==> src/rtl/lsu_pkg.sv <==
// rtl/lsu_pkg.sv - shared types and helpers for the load/store unit
package lsu_pkg;

  localparam int BYTE_W = 8;

  typedef enum logic [1:0] {
    BYTE = 2'b00,
    HALF = 2'b01,
    WORD = 2'b10,
    RSVD = 2'b11
  } mem_size_t;

  typedef enum logic [1:0] {
    IDLE  = 2'b00,
    ISSUE = 2'b01,
    DRAIN = 2'b10,
    RESP  = 2'b11
  } lsu_state_t;

  function automatic logic [2:0] size_bytes(mem_size_t size);
    case (size)
      BYTE:    return 3'd1;
      HALF:    return 3'd2;
      default: return 3'd4;
    endcase
  endfunction

endpackage

==> src/rtl/lsu_load_extend.sv <==
// rtl/lsu_load_extend.sv - sign/zero extension of assembled load data by access size
module lsu_load_extend
  import lsu_pkg::*;
(
  input  logic [31:0] raw_data,
  input  mem_size_t   size,
  input  logic        sign,
  output logic [31:0] ext_data
);

  always_comb begin
    ext_data = raw_data;
    case (size)
      BYTE:    ext_data = {{24{sign & raw_data[7]}}, raw_data[7:0]};
      HALF:    ext_data = {{16{sign & raw_data[15]}}, raw_data[15:0]};
      default: ext_data = raw_data;
    endcase
  end

endmodule

==> src/rtl/load_store_unit.sv <==
// rtl/load_store_unit.sv - byte-serial data-memory initiator for core loads/stores
// Optional MISALIGN_TRAP_EN: misaligned half/word requests get an error response.
module load_store_unit
  import lsu_pkg::*;
#(
  parameter int ADDRESS_WIDTH = 32,
  parameter int DATA_WIDTH    = 32,
  parameter int STORE_WIDTH   = 8
) (
  input  logic                     clk_i,
  input  logic                     rst_i,
  input  logic                     req_valid_i,
  output logic                     req_ready_o,
  input  logic                     req_write_i,
  input  logic [1:0]               req_size_i,
  input  logic                     req_sign_i,
  input  logic [ADDRESS_WIDTH-1:0] req_addr_i,
  input  logic [DATA_WIDTH-1:0]    req_wdata_i,
  output logic                     mem_en_o,
  output logic                     mem_we_o,
  output logic [ADDRESS_WIDTH-1:0] mem_addr_o,
  output logic [STORE_WIDTH-1:0]   mem_wdata_o,
  input  logic [STORE_WIDTH-1:0]   mem_rdata_i,
  output logic                     resp_valid_o,
  output logic [DATA_WIDTH-1:0]    resp_rdata_o,
  output logic                     resp_error_o
);

  lsu_state_t state;
  logic       write_q;
  logic       sign_q;
  mem_size_t  size_q;
  logic [1:0] cnt_q;
  logic [23:0] wdata_q;
  logic [23:0] asm_q;

  mem_size_t   req_size;
  logic        req_bad;
  logic [31:0] wdata_aligned;
  logic [31:0] asm_shift;
  logic [31:0] load_ext;
  logic [1:0]  last_idx;

  assign req_size    = mem_size_t'(req_size_i);
  assign req_ready_o = (state == IDLE) && !rst_i;
  assign asm_shift   = {asm_q, mem_rdata_i};
  assign last_idx    = 2'(size_bytes(size_q) - 3'd1);

  // Store data is left-aligned so the first byte issued is always bits [31:24].
  always_comb begin
    wdata_aligned = req_wdata_i[31:0];
    case (req_size)
      BYTE:    wdata_aligned = {req_wdata_i[7:0], 24'h0};
      HALF:    wdata_aligned = {req_wdata_i[15:0], 16'h0};
      default: wdata_aligned = req_wdata_i[31:0];
    endcase
  end

  always_comb begin
    req_bad = (req_size == RSVD);
`ifdef MISALIGN_TRAP_EN
    if (req_size == HALF && req_addr_i[0]) req_bad = 1'b1;
    if (req_size == WORD && req_addr_i[1:0] != 2'b00) req_bad = 1'b1;
`endif
  end

  lsu_load_extend u_load_extend (
    .raw_data (asm_shift),
    .size     (size_q),
    .sign     (sign_q),
    .ext_data (load_ext)
  );

  always_ff @(posedge clk_i) begin
    if (rst_i) begin
      state        <= IDLE;
      write_q      <= 1'b0;
      sign_q       <= 1'b0;
      size_q       <= BYTE;
      cnt_q        <= 2'd0;
      wdata_q      <= '0;
      asm_q        <= '0;
      mem_en_o     <= 1'b0;
      mem_we_o     <= 1'b0;
      mem_addr_o   <= '0;
      mem_wdata_o  <= '0;
      resp_valid_o <= 1'b0;
      resp_rdata_o <= '0;
      resp_error_o <= 1'b0;
    end else begin
      case (state)
        IDLE: begin
          if (req_valid_i) begin
            write_q <= req_write_i;
            sign_q  <= req_sign_i;
            size_q  <= req_size;
            cnt_q   <= 2'd0;
            asm_q   <= '0;
            if (req_bad) begin
              state        <= RESP;
              resp_valid_o <= 1'b1;
              resp_error_o <= 1'b1;
              resp_rdata_o <= '0;
            end else begin
              state       <= ISSUE;
              mem_en_o    <= 1'b1;
              mem_we_o    <= req_write_i;
              mem_addr_o  <= req_addr_i;
              mem_wdata_o <= req_write_i ? wdata_aligned[31:24] : '0;
              wdata_q     <= wdata_aligned[23:0];
            end
          end
        end

        ISSUE: begin
          // Read data lags its access by one cycle, so capture starts with the second issue cycle.
          if (!write_q && cnt_q != 2'd0) asm_q <= asm_shift[23:0];
          if (cnt_q == last_idx) begin
            mem_en_o    <= 1'b0;
            mem_we_o    <= 1'b0;
            mem_wdata_o <= '0;
            if (write_q) begin
              state        <= RESP;
              resp_valid_o <= 1'b1;
              resp_rdata_o <= '0;
            end else begin
              state <= DRAIN;
            end
          end else begin
            cnt_q       <= cnt_q + 2'd1;
            mem_addr_o  <= mem_addr_o + ADDRESS_WIDTH'(1);
            mem_wdata_o <= write_q ? wdata_q[23:16] : '0;
            wdata_q     <= {wdata_q[15:0], 8'h0};
          end
        end

        DRAIN: begin
          asm_q        <= asm_shift[23:0];
          resp_rdata_o <= load_ext;
          resp_valid_o <= 1'b1;
          state        <= RESP;
        end

        RESP: begin
          resp_valid_o <= 1'b0;
          resp_error_o <= 1'b0;
          resp_rdata_o <= '0;
          state        <= IDLE;
        end

        default: state <= IDLE;
      endcase
    end
  end

endmodule

==> config.mk <==
export PLATFORM = sky130hd
export DESIGN_NAME = load_store_unit
export DESIGN_NICKNAME = d
export VERILOG_FILES = /design/src/rtl/lsu_pkg.sv /design/src/rtl/lsu_load_extend.sv /design/src/rtl/load_store_unit.sv
export SDC_FILE = /design/constraint.sdc
export NUM_CORES = 1
export LEC_CHECK = 0
export ABC_AREA = 1
export BUFFER_PORTS_ARGS = -buffer_cell sky130_fd_sc_hd__buf_2
export CORE_MARGIN = 1
export CORE_UTILIZATION = 28
export CTS_BUF_LIST = sky130_fd_sc_hd__clkbuf_8 sky130_fd_sc_hd__clkbuf_16
export DETAILED_ROUTE_END_ITERATION = 6
export HOLD_SLACK_MARGIN = 0.12
export PLACE_DENSITY = 0.47
export SLEW_MARGIN = 20
export SYNTH_ARGS = -nofsm -noshare
export SYNTH_HDL_FRONTEND = slang
export SYNTH_SLANG_ARGS = --single-unit
export TNS_END_PERCENT = 50
==> constraint.sdc <==
create_clock -name clk_i -period 2.3 [get_ports clk_i]
set_input_delay 0.23 -clock clk_i [delete_from_list [all_inputs] [get_ports clk_i]]
set_output_delay 0.23 -clock clk_i [all_outputs]
set_load 0.01 [all_outputs]
==> flow_metrics.tcl <==
set metrics [dict create \
    synth_seq_cells 132 \
    worstPathMaxFanout 27 \
    fin_crit_ns 2.10 \
    cp-end-kind "flop" \
    htreeDepth 4 \
    track_usage 0.181 \
    grt.overflow.total 0 \
    initialDrtViolationCount 474 \
    ant_nets 0 \
    clk_pin_slew_ns 0.06 \
    ios 156 \
    gp_congestion 0.888 \
    synth_common_cells "nand2_1 (266), a21oi_1 (147), dfxtp_1 (132)" \
    powerDensity_nw_per_um2 1290 \
    syn_area_um2 6900 \
    via_count 7378 \
    drive_gt1_frac 0.184 \
    rows 57 \
    die_x_um 159 \
    syn_area_per_cell_um2 6.47 \
    dr.pass1.iters 5 \
    crit_slowest_cell "dfxtp_1" \
    cap_violations 0 \
    setup_violations 0 \
    r2r_end "resp_rdata_o[11]" \
    area_delta_synth_final_pct 27.5 \
    path_cells "inv_1 > nand2_1 > ha_1 > xor2_1 > nand2_1 > nand2_2 > nand2_2 > nor2_4 > buf_6 > nand2_1 > a21oi_1" \
    grt_antenna_before_repair 0 \
    finalHoldViolations 0 \
    hold_class "in2reg" \
    critPathLaunch "size_q[1]" \
    status "complete, no violations" \
    cts_tree "yes" \
    synth_edf_count 0 \
    cts_buffer_depth 2 \
    rsz0062_at_grt "no" \
    yosysTopAreaCell "dfxtp_1" \
    holdPathEnd "wdata_q[18]" \
    worst_setup_path_start_kind "flop" \
    relSlewSlack 0.646 \
    crit_path_max_incr_delay_ns 0.32 \
    layout_worst_path_cycle_share 0.912 \
    antenna_cells 0 \
    arrival_ns 2.44 \
    core-area_um2 24200 \
    synthArstFlopShare 0 \
    fin_worst_skew_ns 0.0110 \
    portBuffers 155 \
    first_global_vias 7025 \
    clock_latency_ns 0.42 \
    synth_area_leaders "dfxtp_1 (38%), nand2_1 (14%), a21oi_1 (11%), nor2_1 (7.1%), nand3_1 (6.7%)" \
    yosysSeqAreaShare 0.383 \
    synth_flop_cell "dfxtp_1" \
    fp.dieArea_um2 25300 \
    critPathMostFrequentCell "nand2_1" \
    path_class "reg2reg" \
    grt_max_degree 59 \
    cts_inserted_buffers 17 \
    final.setup.tns_ns 0 \
    dieHeight_um 159 \
    power_leakage_uw 0.00364 \
    ir_drop_uv 492 \
    syn_inst 1065 \
    cts_root_buffer "clkbuf_16" \
    drc 0 \
    grt_first_pass_wirelength_um 36900 \
    slew_viol_final 0 \
    synth_cell_types 33 \
    final_nets 1313 \
    synth_nets 1152 \
    dp_hpwl_um 16300 \
    synth_warnings 0 \
    utilization 0.363 \
    cp_data_required_time_ns 2.65 \
    wire_per_inst_um 14.6 \
    cts_sinks 132 \
    via_per_inst 4.72 \
    min-delay-start "req_wdata_i[18]" \
    synth_most_common_cell "nand2_1" \
    initial_core_util 0.284 \
    fmax_ghz 0.477 \
    min_path_cells 3 \
    reg2reg_from "size_q[1]" \
    reg2reg_slack_ns 0.20 \
    reg2reg_depth 11 \
    tightest_slew_ns 0.531 \
    drt_wl_total_um 22800 \
    synth_top_area_frac 0.383 \
]
critical path, delay by kind of cell (launching register included):
| family | cells | cell delay (ns) |
|---|---|---|
| AOI/OAI and AO/OA | 1 | 0.15 |
| buffers and inverters | 2 | 0.37 |
| adders and majority gates | 1 | 0.30 |
| DFF | 1 | 0.32 |
| xor gates and xnor gates | 1 | 0.20 |
| and+or+nand+nor | 6 | 0.69 |
state kept, by name, summed over array words and instances (netlist names):
signal and count:
cnt_q 2, state 2, wdata_q 24, write_q 1
mem_wdata_o 8, asm_q 24, sign_q 1, resp_rdata_o 32
mem_addr_o 32, size_q 2, resp_error_o 1, mem_we_o 1
mem_en_o 1, resp_valid_o 1
metal layers:
layer | vias up | share of wire | global-route usage
li1 | 3808 | - | -
met1 | 3363 | 0.47 | 0.234
met2 | 181 | 0.47 | 0.304
met3 | 26 | 0.046 | 0.0361
met4 | 0 | 0.016 | 0.0520
met5 | - | 0 | 0
kinds of logic (layout without fill, tap and decap cells):
kind of cell	after synthesis	count (layout)	synth area share
xor gates and xnor gates	2	2	0.00254
DFF	132	132	0.383
buffers and inverters	146	319	0.0895
adders and majority gates	8	8	0.0145
AOI/OAI and AO/OA	268	268	0.208
and+or+nand+nor	509	509	0.303
stage by stage:
step | std cells | hold slack [ns] | setup slack [ns] | power (uW) | cell area [um^2]
finish | 1562 | 0.133 | 0.202 | 11300 | 8790
global route | 1562 | 0.133 | 0.0390 | 12300 | 8790
CTS | 1562 | 0.123 | 0.133 | 11500 | 8780
detailed placement | 1507 | 0.454 | 0.155 | 8840 | 8000
global placement | 1507 | 0.450 | 0.247 | 8830 | 8000
floorplan | 1065 | 0.379 | 0.505 | 7150 | 6900
how the worst max path moves through the flow:
| stage | slack (ns) | to | depth (start not counted) |
|---|---|---|---|
| after floorplan | 0.50 | resp_rdata_o[18] | 12 |
| after global placement | 0.25 | resp_rdata_o[2] | 11 |
| after detailed placement | 0.15 | resp_rdata_o[8] | 11 |
| after CTS | 0.13 | resp_rdata_o[11] | 11 |
| after global routing | 0.04 | resp_rdata_o[5] | 11 |
| final | 0.20 | resp_rdata_o[11] | 11 |
cells in the final DEF, fill, tap and decap left out, types with 7 or more instances in the layout:
cell type / count
a211oi_1: 15
nand2_1: 266
ha_1: 7
nand3_1: 92
dfxtp_1: 132
o21ai_1: 21
buf_4: 17
inv_1: 80
a21oi_1: 147
dlygate4sd3_1: 24
clkbuf_16: 17
nor2_1: 131
o21ai_0: 66
buf_2: 155
what timing repair did:
item | in CTS | in global routing
hold buffers | 24 | 0
gates resized for setup | 0 | 3
buffers inserted | 0 | 0
setup endpoints to repair | 0 | 14
endpoints found under the hold margin | 31 | 0
power by group:
group / switching, uW / total [uW] / internal (uW)
clock: 1130 / 2550 / 1420
sequential: 642 / 3660 / 3020
combinational: 3340 / 5120 / 1790
total: 5120 / 11300 / 6220
layout make-up:
type | instances | area, um^2
tap | 324 | 405
clock inverter | 13 | 101
inverter | 87 | 329
multi-input combinational | 787 | 3640
sequential | 132 | 2640
timing repair buffer | 201 | 1230
fill | 2715 | 15500
clock buffer | 18 | 439
(Power assumes the default switching activity.)
